<file path="config.mk">
export PLATFORM = sky130hd
export DESIGN_NAME = dmem_port_arb
export DESIGN_NICKNAME = d
export VERILOG_FILES = /design/src/rtl/dmem_port_arb.sv
export SDC_FILE = /design/constraint.sdc
export NUM_CORES = 1
export LEC_CHECK = 0
export BUFFER_PORTS_ARGS = -buffer_cell sky130_fd_sc_hd__buf_2
export CAP_MARGIN = 10
export CORE_AREA = 2 2 96 98
export CTS_BUF_LIST = sky130_fd_sc_hd__clkbuf_8
export DETAILED_ROUTE_END_ITERATION = 6
export DIE_AREA = 0 0 98 100
export PLACE_DENSITY = 0.57
export SLEW_MARGIN = 20
export SYNTH_ARGS = -nofsm -noshare
export SYNTH_HDL_FRONTEND = slang
export SYNTH_SLANG_ARGS = --single-unit
</file>
<file path="constraint.sdc">
create_clock -name clk -period 1.7 [get_ports clk]
set_input_delay 0.255 -clock clk [delete_from_list [all_inputs] [get_ports clk]]
set_output_delay 0.255 -clock clk [all_outputs]
set_load 0.005 [all_outputs]
</file>
<file path="src/rtl/dmem_port_arb.sv">
// +----------------------------------------------------------------------------+
// | dmem_port_arb: two-requester arbiter/sequencer for the dmem_ext port.      |
// | Option macro: DMEM_ARB_RR_EN (round-robin instead of core priority).       |
// | Revision: 1.0                                                              |
// +----------------------------------------------------------------------------+
`default_nettype none

module dmem_port_arb #(
  parameter int ADDR_WIDTH = 10,
  parameter int COL_WIDTH  = 8,
  parameter int NB_COL     = 4,
  parameter int MAX_WAIT   = 4
) (
  input  logic                          clk,
  input  logic                          reset,
  input  logic                          core_req_valid,
  output logic                          core_req_ready,
  input  logic                          core_req_wr,
  input  logic [ADDR_WIDTH-1:0]         core_req_addr,
  input  logic [NB_COL-1:0]             core_req_we,
  input  logic [NB_COL*COL_WIDTH-1:0]   core_req_wdata,
  output logic                          core_rsp_valid,
  output logic [NB_COL*COL_WIDTH-1:0]   core_rsp_rdata,
  input  logic                          ext_req_valid,
  output logic                          ext_req_ready,
  input  logic                          ext_req_wr,
  input  logic [ADDR_WIDTH-1:0]         ext_req_addr,
  input  logic [NB_COL-1:0]             ext_req_we,
  input  logic [NB_COL*COL_WIDTH-1:0]   ext_req_wdata,
  output logic                          ext_rsp_valid,
  output logic [NB_COL*COL_WIDTH-1:0]   ext_rsp_rdata,
  output logic                          mem_valid_st,
  output logic                          mem_spec_ld,
  output logic [NB_COL-1:0]             mem_we,
  output logic [ADDR_WIDTH-1:0]         mem_addr,
  output logic [NB_COL*COL_WIDTH-1:0]   mem_din,
  input  logic [NB_COL*COL_WIDTH-1:0]   mem_dout
);

  localparam int DW = NB_COL * COL_WIDTH;

  typedef enum logic {
    OWNER_CORE = 1'b0,
    OWNER_EXT  = 1'b1
  } owner_e;

  logic   core_grant;
  logic   ext_grant;
  logic   rsp_pend_q, rsp_pend_d;
  owner_e rsp_owner_q, rsp_owner_d;
  logic   rsp_is_ld_q, rsp_is_ld_d;

`ifdef DMEM_ARB_RR_EN
  owner_e last_q, last_d;

  // On contention the requester that did not win most recently takes the port.
  always_comb begin
    core_grant = 1'b0;
    ext_grant  = 1'b0;
    last_d     = last_q;
    if (!reset) begin
      if (core_req_valid && ext_req_valid) begin
        if (last_q == OWNER_CORE) ext_grant = 1'b1;
        else                      core_grant = 1'b1;
      end else begin
        core_grant = core_req_valid;
        ext_grant  = ext_req_valid;
      end
      if (core_grant)     last_d = OWNER_CORE;
      else if (ext_grant) last_d = OWNER_EXT;
    end
  end

  always_ff @(posedge clk) begin
    if (reset) last_q <= OWNER_CORE;
    else       last_q <= last_d;
  end
`else
  localparam logic [3:0] MAX_WAIT_W = 4'(MAX_WAIT);

  logic [3:0] wait_cnt_q, wait_cnt_d;
  logic       ext_force;

  assign ext_force = (wait_cnt_q == MAX_WAIT_W);

  // Core has priority unless the external port has waited MAX_WAIT cycles.
  always_comb begin
    core_grant = 1'b0;
    ext_grant  = 1'b0;
    wait_cnt_d = wait_cnt_q;
    if (!reset) begin
      ext_grant  = ext_req_valid && (!core_req_valid || ext_force);
      core_grant = core_req_valid && !ext_grant;
      if (ext_grant)
        wait_cnt_d = 4'd0;
      else if (ext_req_valid && !ext_force)
        wait_cnt_d = wait_cnt_q + 4'd1;
    end
  end

  always_ff @(posedge clk) begin
    if (reset) wait_cnt_q <= 4'd0;
    else       wait_cnt_q <= wait_cnt_d;
  end
`endif

  assign core_req_ready = core_grant;
  assign ext_req_ready  = ext_grant;

  always_comb begin
    mem_valid_st = 1'b0;
    mem_spec_ld  = 1'b0;
    mem_we       = '0;
    mem_addr     = '0;
    mem_din      = '0;
    rsp_pend_d   = core_grant || ext_grant;
    rsp_owner_d  = ext_grant ? OWNER_EXT : OWNER_CORE;
    rsp_is_ld_d  = 1'b0;
    if (core_grant) begin
      mem_valid_st = core_req_wr;
      mem_spec_ld  = !core_req_wr;
      mem_we       = core_req_wr ? core_req_we : '0;
      mem_addr     = core_req_addr;
      mem_din      = core_req_wdata;
      rsp_is_ld_d  = !core_req_wr;
    end else if (ext_grant) begin
      mem_valid_st = ext_req_wr;
      mem_spec_ld  = !ext_req_wr;
      mem_we       = ext_req_wr ? ext_req_we : '0;
      mem_addr     = ext_req_addr;
      mem_din      = ext_req_wdata;
      rsp_is_ld_d  = !ext_req_wr;
    end
  end

  always_ff @(posedge clk) begin
    if (reset) begin
      rsp_pend_q  <= 1'b0;
      rsp_owner_q <= OWNER_CORE;
      rsp_is_ld_q <= 1'b0;
    end else begin
      rsp_pend_q  <= rsp_pend_d;
      rsp_owner_q <= rsp_owner_d;
      rsp_is_ld_q <= rsp_is_ld_d;
    end
  end

  // Responses are gated by reset so an in-flight load is dropped immediately.
  logic          rsp_live;
  logic [DW-1:0] rsp_data;

  assign rsp_live       = rsp_pend_q && !reset;
  assign rsp_data       = rsp_is_ld_q ? mem_dout : '0;
  assign core_rsp_valid = rsp_live && (rsp_owner_q == OWNER_CORE);
  assign ext_rsp_valid  = rsp_live && (rsp_owner_q == OWNER_EXT);
  assign core_rsp_rdata = core_rsp_valid ? rsp_data : '0;
  assign ext_rsp_rdata  = ext_rsp_valid  ? rsp_data : '0;

endmodule

`default_nettype wire

</file>
# After elaboration in Yosys (flattened, before gate mapping)
# Cells that the tools add are included.
# classes
n_addsub	1
eq_ne	1
n_mux	18
bitwise_logic	1
n_reduce_logical	15
# ops
op	count
two-way mux 32 bit	5
two-way mux 10 bit	2
two-way mux 4 bit	4
two-way mux 1 bit	7
logical AND 1 bit	6
zero test 1 bit	6
adder 4 x 1 -> 4 bit (second input constant)	1
equality test 4 x 3 -> 1 bit (second input constant)	1
logical OR 1 bit	2
OR reduction 2 bit	1
NOT 1 bit	1
# totals
reg_bits	7
inputBits	130
wordCells	40

# Depth between registers and ports, before layout
# Gate-level depths: netlist (run 1).
# logic_depth
word_depth	7
ltp_mapped	7
ltp_nobuf	5

# Worst setup path after synthesis (run 1)
# No wires, ideal clock.
# synth_path
kind	register -> output
start	register wait_cnt_q[0]
end	output port mem_we[0]
t_arrival_ns	1.473
required_time_ns	1.445
path_slack_ns	-0.028
stages_incl_launch_ff	8
cell_sequence	dfxtp_1 -> inv_1 -> ha_1 -> nand4b_4 -> and3b_1 -> buf_6 -> buf_6 -> a32o_1
# synth_between
elab_chain_cells	7
# synth_lines
item	line_no	text
start, declared	81	logic [3:0] wait_cnt_q, wait_cnt_d;
start signal, assigned	103	else wait_cnt_q <= wait_cnt_d;
equality test 4 x 3 -> 1 bit (*)	84	assign ext_force = (wait_cnt_q == MAX_WAIT_W);
logical OR 1 bit (*)	92	ext_grant = ext_req_valid && (!core_req_valid || ext_force);
logical AND 1 bit (*)	92	
zero test 1 bit	93	core_grant = core_req_valid && !ext_grant;
logical AND 1 bit	93	
two-way mux 1 bit	91	if (!reset) begin
two-way mux 4 bit (*)	119	if (core_grant) begin
end, declared	34	output logic [NB_COL-1:0] mem_we,
# Mark *: on every way between the ends. The rest lies on a longest branch, timed or not.

# Final worst setup path (run 1)
# layout_path
start	register wait_cnt_q[0]
end	output port mem_din[30]
# layout_between
elab_chain_cells	7
# layout_lines
item	line_no	text
equality test 4 x 3 -> 1 bit (*)	84	
logical OR 1 bit (*)	92	
logical AND 1 bit (*)	92	
zero test 1 bit	93	
logical AND 1 bit	93	
two-way mux 1 bit	91	
two-way mux 32 bit (*)	119	
end, declared	36	output logic [NB_COL*COL_WIDTH-1:0] mem_din,
# Marks and branches as above.

==> flow_summary.yaml, run 1 <==
critical_path:
  r2r-end: "rsp_is_ld_q"
  endpoint_kind: "primary output"
  critPathKind: "register to primary output"
  arrival_ns: 1.75
  crit_chain: "inv_2 > ha_4 > nand4b_4 > and3b_2 > buf_12 > a22o_4 > buf_6"
  cp_num_cells: 7
  slowest_delay_ns: 0.32
  r2r_setup_slack_ns: 0.19
  r2r_cells: 9
  path_max_fanout: 21
  cpLargestDelayFamily: "simple AND/OR/NAND/NOR gates"
  crit_start: "wait_cnt_q[0]"
  critPathBufInv: 3
  crit_end: "mem_din[30]"
  cpMaxStageDelayCell: "dfxtp_2"
  cp-start-kind: "register"
  worstPathRequired_ns: 1.44
  r2r_start: "wait_cnt_q[0]"
synth:
  async_flop_share_pct: 0
  syn_area_sq_mm: 0.00135
  synthesis.nets: 342
  synthTopCellsByCount: "66 x nor2_1, 44 x a22o_1, 34 x nand2_1, 9 x buf_6, 7 x dfxtp_1"
  seq_area_frac_synth_pct: 10.4
  yosysMostFrequentCell: "nor2_1"
  synth_top_area_share_pct: 28.6
  synth_area_leaders: "a22o_1 29%, nor2_1 18%, dfxtp_1 10%"
  syn_avg_cell_area_sq_um: 6.41
  synth_ff_type: "dfxtp_1"
  synth_cell_types: 26
  synthesis.instances: 210
  yosys.area.top_type: "a22o_1"
  ys_warn_count: 0
  synth-edff-count: 0
  synth_seq_cells: 7
place:
  gp_congestion: 0.816
  io_buffers: 245
  place_ws_ns: -0.135
  dpl_cell_area_sq_mm: 0.00277
  hpwlAfterDp_microns: 7110
die:
  start_util_pct: 15.1
  dieWidth_microns: 98
  ios: 246
  die_area_sq_mm: 0.00980
  die_h_microns: 100
  core_sq_mm: 0.00889
  row_count: 35
cells_and_area:
  synthToLayoutAreaGrowth_pct: 150
  nets: 606
  drive_above_1_share_pct: 70.4
  final_core_util_pct: 37.9
  fillers: 939
  final_cell_area_sq_mm: 0.00337
  diodes: 0
global_routing:
  overflow: 0
  grtUsageTotal_pct: 16.0
  antenna_found_initial: 0
  grt_pass1_vias: 2448
  grt_max_degree: 34
  grt_pass1_wl_microns: 12500
min_path:
  hp-start: "reset"
  hold_path_class: "input pin to register"
sta:
  slew_headroom_pct: 78.1
  skew_ns: 0.00257
  fmax_mhz: 499
  rsz0062_at_grt: "true"
  setup_viol: 50
  tightest_slew_ns: 0.328
  final.setup.tns_ns: -13.03
  final_max_slew_viol_count: 0
  worst_slack_ns: -0.303
  fin_crit_ns: 2.00
  fin_crit_sh_pct: 118
  timing.hold.ws_ns: 0.385
  hold_viol: 0
clocking:
  clkTransAtPathRegs_ns: 0.04
  cts_hold_buf: 0
  cts_buffers: 3
  clkLatencyLatePin_ns: 0.23
  clockBufferDepth: 2
  numClockSinks: 7
  h-tree-depth: 1
  cts_tree: "yes"
  cts-root-buf: "clkbuf_8"
job:
  max_cap_violations: 0
run_status:
  violations: "negative setup slack"
  run_status: "finished, violations left"
routing:
  vias: 2607
  first_iter_violations: 49
  wl_per_cell_microns: 15.8
  drt.antenna.violating_nets: 0
  drc_errors: 0
  drt_pass1_iterations: 4
  viasPerCell: 4.46
  totalWireLength_microns: 9210
pwr:
  ir_drop_mv: 0.172
  leakage_nw: 1.88
  p_per_area_mw_per_mm2: 305
-- worst min path at each step --
stage,end,slack [ns],depth (start not counted)
after global placement,wait_cnt_q[3],0.50,2
after detailed placement,wait_cnt_q[3],0.51,2
after global routing,wait_cnt_q[1],0.41,3
after CTS,rsp_is_ld_q,0.38,3
final,wait_cnt_q[1],0.39,3
after floorplan,rsp_pend_q,0.38,2
-- power by group --
part | leakage [nW] | switching [mW] | total, mW | internal (mW)
Sequential | 0.0583 | 0.00263 | 0.174 | 0.172
Clock | 0.0269 | 0.0762 | 0.233 | 0.156
Combinational | 1.80 | 0.277 | 0.622 | 0.345
Total | 1.88 | 0.356 | 1.03 | 0.673
-- cells by family (layout without fill, tap and decap cells) --
family | after synthesis | after routing | share of synthesized area, %
adder cells (fa/ha/maj) | 2 | 2 | 1.86
multiplexers | 1 | 1 | 0.836
flip-flops | 7 | 7 | 10.4
buffers and inverters | 28 | 291 | 13.7
AND/OR/NAND/NOR | 116 | 116 | 37.3
AO/OA/AOI/OAI | 56 | 56 | 36.0
-- layer usage --
layer | share of wire, % | GRT usage, %
met1 | 35 | 17.8
met2 | 53 | 30.1
met3 | 9.3 | 3.48
met4 | 2.6 | 5.45
met5 | 0 | 0
-- per-stage QoR --
step | std cells | power, mW
floorplan | 210 | 0.379
global placement | 563 | 0.664
detailed placement | 563 | 0.666
CTS | 574 | 0.957
global route | 584 | 1.10
finish | 584 | 1.03
-- state kept, by name, summed over array words and instances, names as in the netlist --
signal       count
wait_cnt_q       4
rsp_is_ld_q      1
rsp_owner_q      1
rsp_pend_q       1
-- timing repair --
| item | CTS | global route |
|---|---|---|
| buffers inserted | 4 | 3 |
| setup endpoints to repair | 55 | 63 |
| gates resized for setup | 17 | 49 |
| cloned | 3 | 8 |
| pin swaps | 4 | 14 |
| endpoints found under the hold margin | 0 | 0 |
-- cells in the final DEF, fill, tap and decap left out, drive strengths merged --
cell type / Yosys / final
nand3: 1 / 1
ha: 2 / 2
nand4: 3 / 3
nand2: 34 / 34
mux2: 1 / 1
or3: 1 / 1
nand3b: 2 / 2
buf: 16 / 273
and3b: 1 / 1
or3b: 1 / 1
dfxtp: 7 / 7
a211oi: 2 / 2
clkbuf: 6 / 10
a22o: 44 / 44
nand2b: 4 / 4
a21o: 1 / 1
and2: 1 / 1
inv: 6 / 7
a32o: 4 / 4
nand4b: 2 / 2
bufbuf: 0 / 1
nor2: 66 / 66
a21oi: 5 / 5
-- area by class of cell --
type / instances / area [sq um] / area share [%]
clock buffers: 3 / 41.3 / 1.22
repair buffers: 281 / 1800 / 53.5
flip-flops and latches: 7 / 144 / 4.27
well taps: 111 / 139 / 4.12
clock inverters: 1 / 3.75 / 0.111
inverters: 6 / 22.5 / 0.668
multi-input cells: 175 / 1220 / 36.1
-- worst register-to-register path, cell delays in order (launching register included) --
cell and delay [ns]:
dfxtp_2 0.32, inv_2 0.07, ha_4 0.14, nand4b_4 0.11, buf_6 0.14, a21oi_4 0.17, buf_6 0.16, clkbuf_16 0.14
buf_4 0.10, a22o_1 0.10
No activity file was read; power rests on OpenSTA's default activity.
==> inputs of run 2 (changes only) <==
--- a/config.mk
+++ b/config.mk
@@ -5,13 +5,16 @@
 export SDC_FILE = /design/constraint.sdc
 export NUM_CORES = 1
 export LEC_CHECK = 0
+export ABC_AREA = 1
 export BUFFER_PORTS_ARGS = -buffer_cell sky130_fd_sc_hd__buf_2
 export CAP_MARGIN = 10
-export CORE_AREA = 2 2 96 98
+export CELL_PAD_IN_SITES_DETAIL_PLACEMENT = 1
+export CELL_PAD_IN_SITES_GLOBAL_PLACEMENT = 2
+export CORE_AREA = 2 2 132 134
 export CTS_BUF_LIST = sky130_fd_sc_hd__clkbuf_8
 export DETAILED_ROUTE_END_ITERATION = 6
-export DIE_AREA = 0 0 98 100
-export PLACE_DENSITY = 0.57
+export DIE_AREA = 0 0 134 136
+export PLACE_DENSITY = 0.81
 export SLEW_MARGIN = 20
 export SYNTH_ARGS = -nofsm -noshare
 export SYNTH_HDL_FRONTEND = slang
==> run 2 against run 1 <==
Against the previous run:
- the run still ends with negative setup slack left
- critical endpoint is now mem_addr[6]
- die area grew 86%
- cell count increased by 40%
- first-iteration DRC count rose by 31%
==> flow_summary.yaml, run 2 <==
run_status:
  run_status: "finished, violations left"
  violations: "negative setup slack"
cells_and_area:
  final_common_cell: "buf_2"
  diodes: 0
  drive_above_1_share_pct: 56.5
  layout.cells.most_common_list: "241 x buf_2, 64 x nand2_1, 63 x nor3_1"
  seq_area_sq_um: 143
  synthToLayoutAreaGrowth_pct: 121
  largest_register_ff_count: 4
  nets: 728
  multiInputGateArea_sq_mm: 0.00150
  layout.cells.non_filler: 820
  fillers: 2187
  max_flop_register: "wait_cnt_q"
min_path:
  hold_path_class: "input pin to register"
  hold_end: "rsp_pend_q"
  hp-start: "reset"
  min_path_cells: 2
critical_path:
  r2r_start: "wait_cnt_q[0]"
  worstPathRequired_ns: 1.44
  r2r_cells: 11
  r2r-end: "wait_cnt_q[0]"
  endpoint_kind: "primary output"
  arrival_ns: 1.70
  critPathKind: "register to primary output"
  cp-start-kind: "register"
  r2r_setup_slack_ns: 0.10
  path_max_fanout: 6
die:
  die_h_microns: 136
  die_area_sq_mm: 0.0182
  core_sq_mm: 0.0169
  row_count: 48
  ios: 246
  dieWidth_microns: 134
  start_util_pct: 10.8
global_routing:
  antenna_found_initial: 1
  grt_pass1_vias: 3316
  grt_pass1_wl_microns: 17700
  grt_max_degree: 63
  grtUsageTotal_pct: 12.1
  overflow: 0
clocking:
  numClockSinks: 7
  cts_hold_buf: 0
  clkLatencyLatePin_ns: 0.23
  cts_tree: "yes"
  cts-root-buf: "clkbuf_8"
  h-tree-depth: 1
  clkTransAtPathRegs_ns: 0.04
  clockBufferDepth: 2
  cts_buffers: 3
routing:
  highest_layer: "met4"
  wl_met3_microns: 1030
  totalWireLength_microns: 12600
  wl_met2_microns: 6440
  viasPerCell: 4.19
  drt_pass1_iterations: 4
  drc_errors: 0
  wl_per_cell_microns: 15.4
  first_iter_violations: 64
  vias: 3432
  drt.antenna.violating_nets: 0
  wl_met1_microns: 5050
pwr:
  ir_drop_mv: 0.143
  p_per_area_mw_per_mm2: 291
  leakage_nw: 2.38
  total_power_mw: 1.17
sta:
  tightest_slew_ns: 0.332
  fmax_mhz: 513
  fin_crit_ns: 1.95
  slew_headroom_pct: 77.8
  worst_slack_ns: -0.250
  final.setup.tns_ns: -9.48
  fin_crit_sh_pct: 115
  final_max_slew_viol_count: 0
  rsz0062_at_grt: "true"
  setup_viol: 50
  skew_ns: 0.00273
  hold_viol: 0
synth:
  synth_seq_cells: 7
  synthesis.instances: 347
  synthTopCellsByCount: "71 x nand2_1, 64 x nor3_1, 51 x inv_1, 49 x nand4_1, 41 x nand3_1"
  synth_area_leaders: "nor3_1 18%, nand4_1 17%, nand2_1 15%"
  ys_warn_count: 0
  syn_avg_cell_area_sq_um: 5.24
  async_flop_share_pct: 0
  synth_ff_type: "dfxtp_1"
  yosysMostFrequentCell: "nand2_1"
  synth-edff-count: 0
  synthesis.nets: 479
  syn_area_sq_mm: 0.00182
  yosys.area.top_type: "nor3_1"
  synth_top_area_share_pct: 17.6
  seq_area_frac_synth_pct: 7.71
  synth_cell_types: 20
place:
  place_inst: 799
  place_ws_ns: -0.0544
  hpwlAfterDp_microns: 8500
  io_buffers: 245
  gp_congestion: 0.754
job:
  max_cap_violations: 0
run 2: cell count changes in the layout (fill, tap and decap cells not counted), sizes merged, moves of 6 or more:
cell   before  now
buf       273  279
nand3       1   52
nand2      34   72
nor3        0   64
nand4       3   49
a22o       44    0
inv         7   53
nor2       66    2
run 2: where the power goes:
group	leakage (nW)	switching (mW)	total (mW)	internal, mW
Combinational	2.29	0.392	0.753	0.361
Clock	0.0269	0.0812	0.238	0.157
Sequential	0.0582	0.00407	0.176	0.172
Total	2.38	0.477	1.17	0.690
run 2: worst max-delay path by stage:
stage,from,end,slack (ns),depth (start not counted)
after floorplan,wait_cnt_q[0],mem_din[19],0.13,9
after global placement,wait_cnt_q[0],mem_din[31],-0.01,9
after detailed placement,wait_cnt_q[0],mem_din[31],-0.05,9
after CTS,wait_cnt_q[1],mem_din[31],-0.27,11
after global routing,wait_cnt_q[0],mem_din[9],-0.33,11
final,wait_cnt_q[0],mem_addr[6],-0.25,11
run 2: logic make-up after synthesis:
family,share of synthesized area (%)
xor+xnor,0.482
compound gates,1.86
flops,7.71
simple gates,67.7
fa+ha+maj,1.38
buf+inv,20.9
run 2: layer usage:
layer | vias to the layer above | track usage, %
met5 | - | 0
met4 | 0 | 2.13
met3 | 6 | 2.80
met2 | 160 | 22.5
met1 | 1581 | 14.3
li1 | 1685 | -
run 2: repair_timing:
action | CTS | global route
pin swaps | 16 | 25
buffers inserted | 7 | 1
endpoints found under the hold margin | 0 | 0
gates cloned | 6 | 4
setup endpoints to repair | 49 | 72
gates resized for setup | 34 | 27
run 2: layout make-up:
type | instances | area share, %
tap | 225 | 7.02
clock buffer | 3 | 1.03
clock inverter | 1 | 0.0935
sequential | 7 | 3.55
inverter | 53 | 5.05
multi-input combinational | 249 | 37.3
timing repair buffer | 282 | 46.0
run 2: critical path: stages (launching register included):
cell	delay, ns
dfxtp_2	0.33
inv_2	0.05
ha_4	0.16
nand2_4	0.07
nor2_4	0.04
a21oi_4	0.16
buf_12	0.13
buf_12	0.12
buf_16	0.14
nand3_2	0.07
nand2_2	0.10
buf_6	0.10
run 2: metrics by stage:
stage	hold WS, ns	area (sq um)	util [%]
6_report	0.216	4010	23.8
5_1_grt	0.218	4010	23.8
4_1_cts	0.216	3810	22.6
3_5_place_dp	0.457	3380	20.0
3_3_place_gp	0.454	3380	20.0
2_1_floorplan	0.324	1820	-
